$ cat src/rtl/regfile_pkg.sv
// Shared register-file constants and types used by decode hazard logic,
// writeback and the register file itself.
package regfile_pkg;

    localparam int XLEN_DEF     = 32;
    localparam int NUM_REGS_DEF = 32;
    localparam int NUM_RD_DEF   = 2;
    localparam int AW_DEF       = $clog2(NUM_REGS_DEF);

    typedef logic [AW_DEF-1:0]   reg_addr_t;
    typedef logic [XLEN_DEF-1:0] xlen_t;

endpackage

$ cat src/rtl/regfile_busy_table.sv
// Per-register pending-write scoreboard: flush > issue-set > writeback-clear,
// plus a registered popcount of the busy vector.
module regfile_busy_table
    import regfile_pkg::*;
#(
    parameter int  NUM_REGS = NUM_REGS_DEF,
    localparam int AW       = $clog2(NUM_REGS)
) (
    input  logic                i_Clk,
    input  logic                i_Reset,
    input  logic                i_IssueValid,
    input  logic [AW-1:0]       i_IssueAddr,
    input  logic                i_wEnable,
    input  logic [AW-1:0]       i_wAddr,
    input  logic                i_Flush,
    output logic [NUM_REGS-1:0] o_busy,
    output logic [AW:0]         o_BusyCount
);

    logic [NUM_REGS-1:0] busy_reg;
    logic [NUM_REGS-1:0] busy_next;
    logic [AW:0]         count_reg;
    logic [AW:0]         count_next;

    assign busy_next[0] = 1'b0;

    // A new producer replaces the old one, so set beats a same-cycle clear.
    for (genvar gi = 1; gi < NUM_REGS; gi++) begin : g_busy
        assign busy_next[gi] = i_Flush                                    ? 1'b0 :
                               (i_IssueValid && i_IssueAddr == AW'(gi))   ? 1'b1 :
                               (i_wEnable && i_wAddr == AW'(gi))          ? 1'b0 :
                                                                            busy_reg[gi];
    end

    // Counting the next vector keeps the count exact under any set/clear mix.
    always_comb begin
        count_next = '0;
        for (int i = 0; i < NUM_REGS; i++) begin
            count_next = count_next + (AW+1)'(busy_next[i]);
        end
    end

    always_ff @(posedge i_Clk or negedge i_Reset) begin
        if (!i_Reset) begin
            busy_reg  <= '0;
            count_reg <= '0;
        end else begin
            busy_reg  <= busy_next;
            count_reg <= count_next;
        end
    end

    assign o_busy      = busy_reg;
    assign o_BusyCount = count_reg;

endmodule

$ cat src/rtl/regfile_scoreboard.sv
// Integer register file: NUM_RD combinational read ports with writeback bypass,
// one synchronous write port, r0 hardwired to zero, and a busy scoreboard.
module regfile_scoreboard
    import regfile_pkg::*;
#(
    parameter int  XLEN     = XLEN_DEF,
    parameter int  NUM_REGS = NUM_REGS_DEF,
    parameter int  NUM_RD   = NUM_RD_DEF,
    localparam int AW       = $clog2(NUM_REGS)
) (
    input  logic                   i_Clk,
    input  logic                   i_Reset,
    input  logic [NUM_RD*AW-1:0]   i_rAddr,
    output logic [NUM_RD*XLEN-1:0] o_rData,
    output logic [NUM_RD-1:0]      o_rBusy,
    input  logic                   i_wEnable,
    input  logic [AW-1:0]          i_wAddr,
    input  logic [XLEN-1:0]        i_wData,
    input  logic                   i_IssueValid,
    input  logic [AW-1:0]          i_IssueAddr,
    input  logic                   i_Flush,
    output logic [AW:0]            o_BusyCount
);

    logic [XLEN-1:0]     mem_reg [NUM_REGS];
    logic [NUM_REGS-1:0] busy;

    // Entry 0 is cleared by reset and never written, so it stays zero.
    always_ff @(posedge i_Clk or negedge i_Reset) begin
        if (!i_Reset) begin
            for (int i = 0; i < NUM_REGS; i++) begin
                mem_reg[i] <= '0;
            end
        end else if (i_wEnable && i_wAddr != '0) begin
            mem_reg[i_wAddr] <= i_wData;
        end
    end

    regfile_busy_table #(
        .NUM_REGS (NUM_REGS)
    ) u_busy_table (
        .i_Clk        (i_Clk),
        .i_Reset      (i_Reset),
        .i_IssueValid (i_IssueValid),
        .i_IssueAddr  (i_IssueAddr),
        .i_wEnable    (i_wEnable),
        .i_wAddr      (i_wAddr),
        .i_Flush      (i_Flush),
        .o_busy       (busy),
        .o_BusyCount  (o_BusyCount)
    );

    // Outputs are forced quiet while reset is held, even with a live writeback.
    for (genvar gi = 0; gi < NUM_RD; gi++) begin : g_rd
        logic [AW-1:0]   rd_addr;
        logic [XLEN-1:0] rd_data;
        logic            rd_busy;

        assign rd_addr = i_rAddr[gi*AW +: AW];

        always_comb begin
            rd_data = '0;
            rd_busy = 1'b0;
            if (i_Reset && rd_addr != '0) begin
                if (i_wEnable && i_wAddr == rd_addr) begin
                    rd_data = i_wData;
                end else begin
                    rd_data = mem_reg[rd_addr];
                    rd_busy = busy[rd_addr];
                end
            end
        end

        assign o_rData[gi*XLEN +: XLEN] = rd_data;
        assign o_rBusy[gi]              = rd_busy;
    end

endmodule
$ cat config.mk
export PLATFORM = sky130hd
export DESIGN_NAME = regfile_scoreboard
export DESIGN_NICKNAME = d
export VERILOG_FILES = /design/src/rtl/regfile_pkg.sv /design/src/rtl/regfile_busy_table.sv /design/src/rtl/regfile_scoreboard.sv
export SDC_FILE = /design/constraint.sdc
export NUM_CORES = 2
export LEC_CHECK = 0
export CORE_UTILIZATION = 30
export DETAILED_ROUTE_END_ITERATION = 8
export PLACE_DENSITY = 0.57
export SYNTH_ARGS = -nofsm -noshare
export SYNTH_HDL_FRONTEND = slang
export SYNTH_SLANG_ARGS = --single-unit
$ cat constraint.sdc
create_clock -name i_Clk -period 4.6 [get_ports i_Clk]
set_input_delay 0.69 -clock i_Clk [delete_from_list [all_inputs] [get_ports i_Clk]]
set_output_delay 0.69 -clock i_Clk [all_outputs]
set_load 0.005 [all_outputs]
==> flow_summary_export.csv <==
group,metric,value,unit
status,status,"finished, violations left",
status,violations,"negative setup slack",
timing,finClkSkew,7.51,ps
final_layout,drive_above_1_share,41.1,%
logic_synthesis,synth.top_cell.area_share,45.6,%
critical_path,worstSetupEndpointType,"register",
timing,worst_pin_slew,1100,ps
logic_synthesis,muxShareOfSynthArea,39.7,%
logic_synthesis,synth_fp_nets,4286,
logic_synthesis,synth_fa_ha_area_share,0.984,%
global_route,grt.overflow.total,0,
placement,io_buffers,128,
clocking,clockRootBuffer,"clkbuf_16",
min_path,hold_class,"in -> async",
power_and_ir_drop,leakagePower,29.4,nW
clocking,htree_levels,3,
global_route,antenna_found_initial,10,
placement,dp_cells,6656,
detailed_routing,drt-total-wl,195,mm
logic_synthesis,syn_area_per_cell,13.9,µm²
power_and_ir_drop,p_per_area,401,nW/µm²
logic_synthesis,synth_top_family_by_area,"multiplexers",
global_route,track_usage,19.7,%
floorplanning,ios,129,
final_layout,finalNetCount,4345,
timing,fmax,196,MHz
clocking,clock-sinks,1061,
floorplanning,fp.dieW,443,µm
logic_synthesis,synthCells,4197,
timing,fin_ws,-496,ps
logic_synthesis,synth.distinct_cells,62,
clocking,clk_path_buf_depth,3,
placement,pre_cts_ws,-1780,ps
logic_synthesis,synth_edf_count,0,
power_and_ir_drop,ir_worst_vdd,290,µV
logic_synthesis,synth_xor_area_share,0.196,%
final_layout,final_util,35.2,%
floorplanning,initial_core_util,30.2,%
final_layout,largest_register_ffs,1024,
logic_synthesis,ys_top_cells_by_count,"dfrtp_1 (1,061), mux2_2 (834), mux4_2 (368)",
detailed_routing,dr.pass1.iters,5,
critical_path,reg2reg_depth,20,
logic_synthesis,synthTopCellsByArea,"dfrtp_1 (46%), mux2_2 (16%), mux4_2 (14%), mux2i_1 (5.1%), mux2_1 (4.3%)",
final_layout,layout.cells.non_filler,6880,
critical_path,timing.rr.start,"u_busy_table.o_busy[1]",
logic_synthesis,synthesis.area,58200,µm²
power_and_ir_drop,p_total,27.2,mW
timing,min_period,5100,ps
timing,slew_viol_final,0,
detailed_routing,drtIter0Drc,2704,
critical_path,cp_data_arrival_time,5690,ps
detailed_routing,via_count,38887,
critical_path,regToRegEndpoint,"u_busy_table.o_BusyCount[4]",
job,cap_viol_max_count,0,
clocking,tritoncts,"built",
critical_path,cp-start-kind,"input port",
logic_synthesis,ys_seq_area_share,45.6,%
logic_synthesis,yosysMostFrequentCell,"dfrtp_1",
logic_synthesis,synth-seq-cells,1061,
clocking,clock_latency,710,ps
global_route,grt_pass1_wl,286,mm
timing,finalSetupViolations,5,
logic_synthesis,yosys_warnings,0,
floorplanning,rows,161,
timing,max_slew_margin,26.3,%
floorplanning,dieArea,196000,µm²
detailed_routing,drt.antenna.violating_nets,0,
clocking,cts_buffers,113,
critical_path,crit_fanout,3,
timing,setup-tns-final,-2090,ps
timing,hold_viol,0,
timing,period_share,111,%
logic_synthesis,synth_compound_area_share,7.51,%
logic_synthesis,yosys.area_share.simple,1.85,%
placement,place_congestion,0.846,
clocking,clk_pin_slew,60,ps
timing,rsz0062_at_grt,"yes",
logic_synthesis,synth_top_cell_by_area,"dfrtp_1",
placement,dp_hpwl,115,mm
critical_path,path_class,"in -> reg",
floorplanning,die_h,443,µm
critical_path,r2r_setup_slack,-380,ps
global_route,grt_max_degree,159,
final_layout,filler_cell_count,18565,
detailed_routing,wl_per_cell,28.3,µm
detailed_routing,drc,0,
logic_synthesis,async_flop_share,100,%
global_route,first_global_vias,40752,
floorplanning,core_area,193000,µm²
final_layout,area_growth,16.3,%
detailed_routing,viasPerCell,5.65,
critical_path,crit_required,5190,ps
logic_synthesis,synth_top_flop_cell,"dfrtp_1",
-- metal layers --
| layer | vias to the layer above | routed length (µm) | track usage (%) |
|---|---|---|---|
| met5 | - | 48 | 0 |
| met4 | 8 | 8520 | 8.75 |
| met2 | 1212 | 97100 | 33.7 |
| met1 | 20982 | 79600 | 24.7 |
| li1 | 16275 | - | - |
| met3 | 410 | 9640 | 2.68 |
-- cells by family after synthesis --
group,after synthesis
AOI/OAI and AO/OA,608
xor gates and xnor gates,13
adders and majority gates,32
buffers and inverters,526
DFF,1061
muxes,1718
and+or+nand+nor,239
-- layout make-up --
class	instances	area [µm²]	share of cell area, %
diodes	5	12.5	0.0185
clock buffers	156	3260	4.81
clock inverters	52	564	0.834
inverters	55	209	0.309
multi-input cells	2610	29700	43.9
flip-flops and latches	1061	26600	39.2
well taps	2526	3160	4.67
repair buffers	415	4250	6.28
-- how the worst max path moves through the flow --
stage,start,end,slack (ps),cells past startpoint
global placement,i_wEnable,u_busy_table.o_BusyCount[4],-1740,25
global route,i_IssueAddr[4],u_busy_table.o_BusyCount[4],-670,24
CTS,i_IssueAddr[4],u_busy_table.o_BusyCount[4],-640,24
floorplan,i_wAddr[3],u_busy_table.o_BusyCount[4],-1150,24
finish,i_IssueAddr[4],u_busy_table.o_BusyCount[4],-500,24
detailed placement,i_wEnable,u_busy_table.o_BusyCount[4],-1780,25
-- critical path, stage by stage --
cell and delay [ps]:
buf_6 90, nand2b_4 130, nor3_2 110, buf_4 150
a22oi_2 80, nor2_2 190, ha_4 230, fa_1 490
inv_2 40, fa_1 490, inv_2 40, fa_1 540
fa_2 460, fa_1 520, inv_2 40, fa_1 450
inv_2 80, ha_4 130, inv_2 30, fa_2 340
inv_2 60, a21o_1 120, a21oi_2 50, xnor2_1 120
-- cells in the final DEF, fill, tap and decap left out, types with 6 or more instances in the layout --
master / netlist / layout
bufinv_16: 0 / 8
a221oi_1: 126 / 126
clkinv_2: 0 / 29
buf_6: 14 / 8
nand3_1: 38 / 38
inv_2: 1 / 9
buf_12: 0 / 64
inv_1: 51 / 44
clkbuf_8: 0 / 27
nand2_2: 0 / 10
mux4_2: 368 / 368
clkbuf_1: 226 / 16
dfrtp_1: 1061 / 1061
nand2_4: 0 / 7
mux2_1: 221 / 221
nor2_2: 1 / 7
nand2_1: 116 / 99
ha_1: 9 / 7
o221ai_1: 30 / 30
o21ai_0: 49 / 49
clkdlybuf4s50_1: 0 / 107
buf_4: 44 / 222
o21bai_1: 31 / 31
xnor2_1: 9 / 7
a21oi_1: 109 / 106
clkinvlp_4: 0 / 6
nor2_1: 41 / 11
a31oi_1: 63 / 63
a211o_1: 60 / 60
a21o_1: 16 / 16
mux2i_1: 295 / 295
a22oi_1: 100 / 95
nor2_4: 0 / 24
clkbuf_16: 0 / 113
fa_1: 23 / 21
buf_8: 0 / 6
mux2_2: 834 / 834
-- through the flow --
step / hold WS, ps / cell area (µm²)
floorplan: 394 / 58400
global placement: 376 / 63700
detailed placement: 383 / 63700
CTS: 338 / 67600
global route: 366 / 67700
finish: 370 / 67700
-- power by group --
group          total [mW]  switching (mW)  internal (mW)
logic                5.45            2.27           3.17
registers            12.3            1.20           11.1
clock network        9.46            4.06           5.40
-- timing repair --
item                                   4_1_cts  5_1_grt
setup buffers                                7        3
endpoints found under the hold margin        8        0
setup endpoints to repair                    6        6
resized for setup                           58       25
hold buffers                                 1        0
pin swaps                                   22       19
Power figures use the tool's default switching activity.
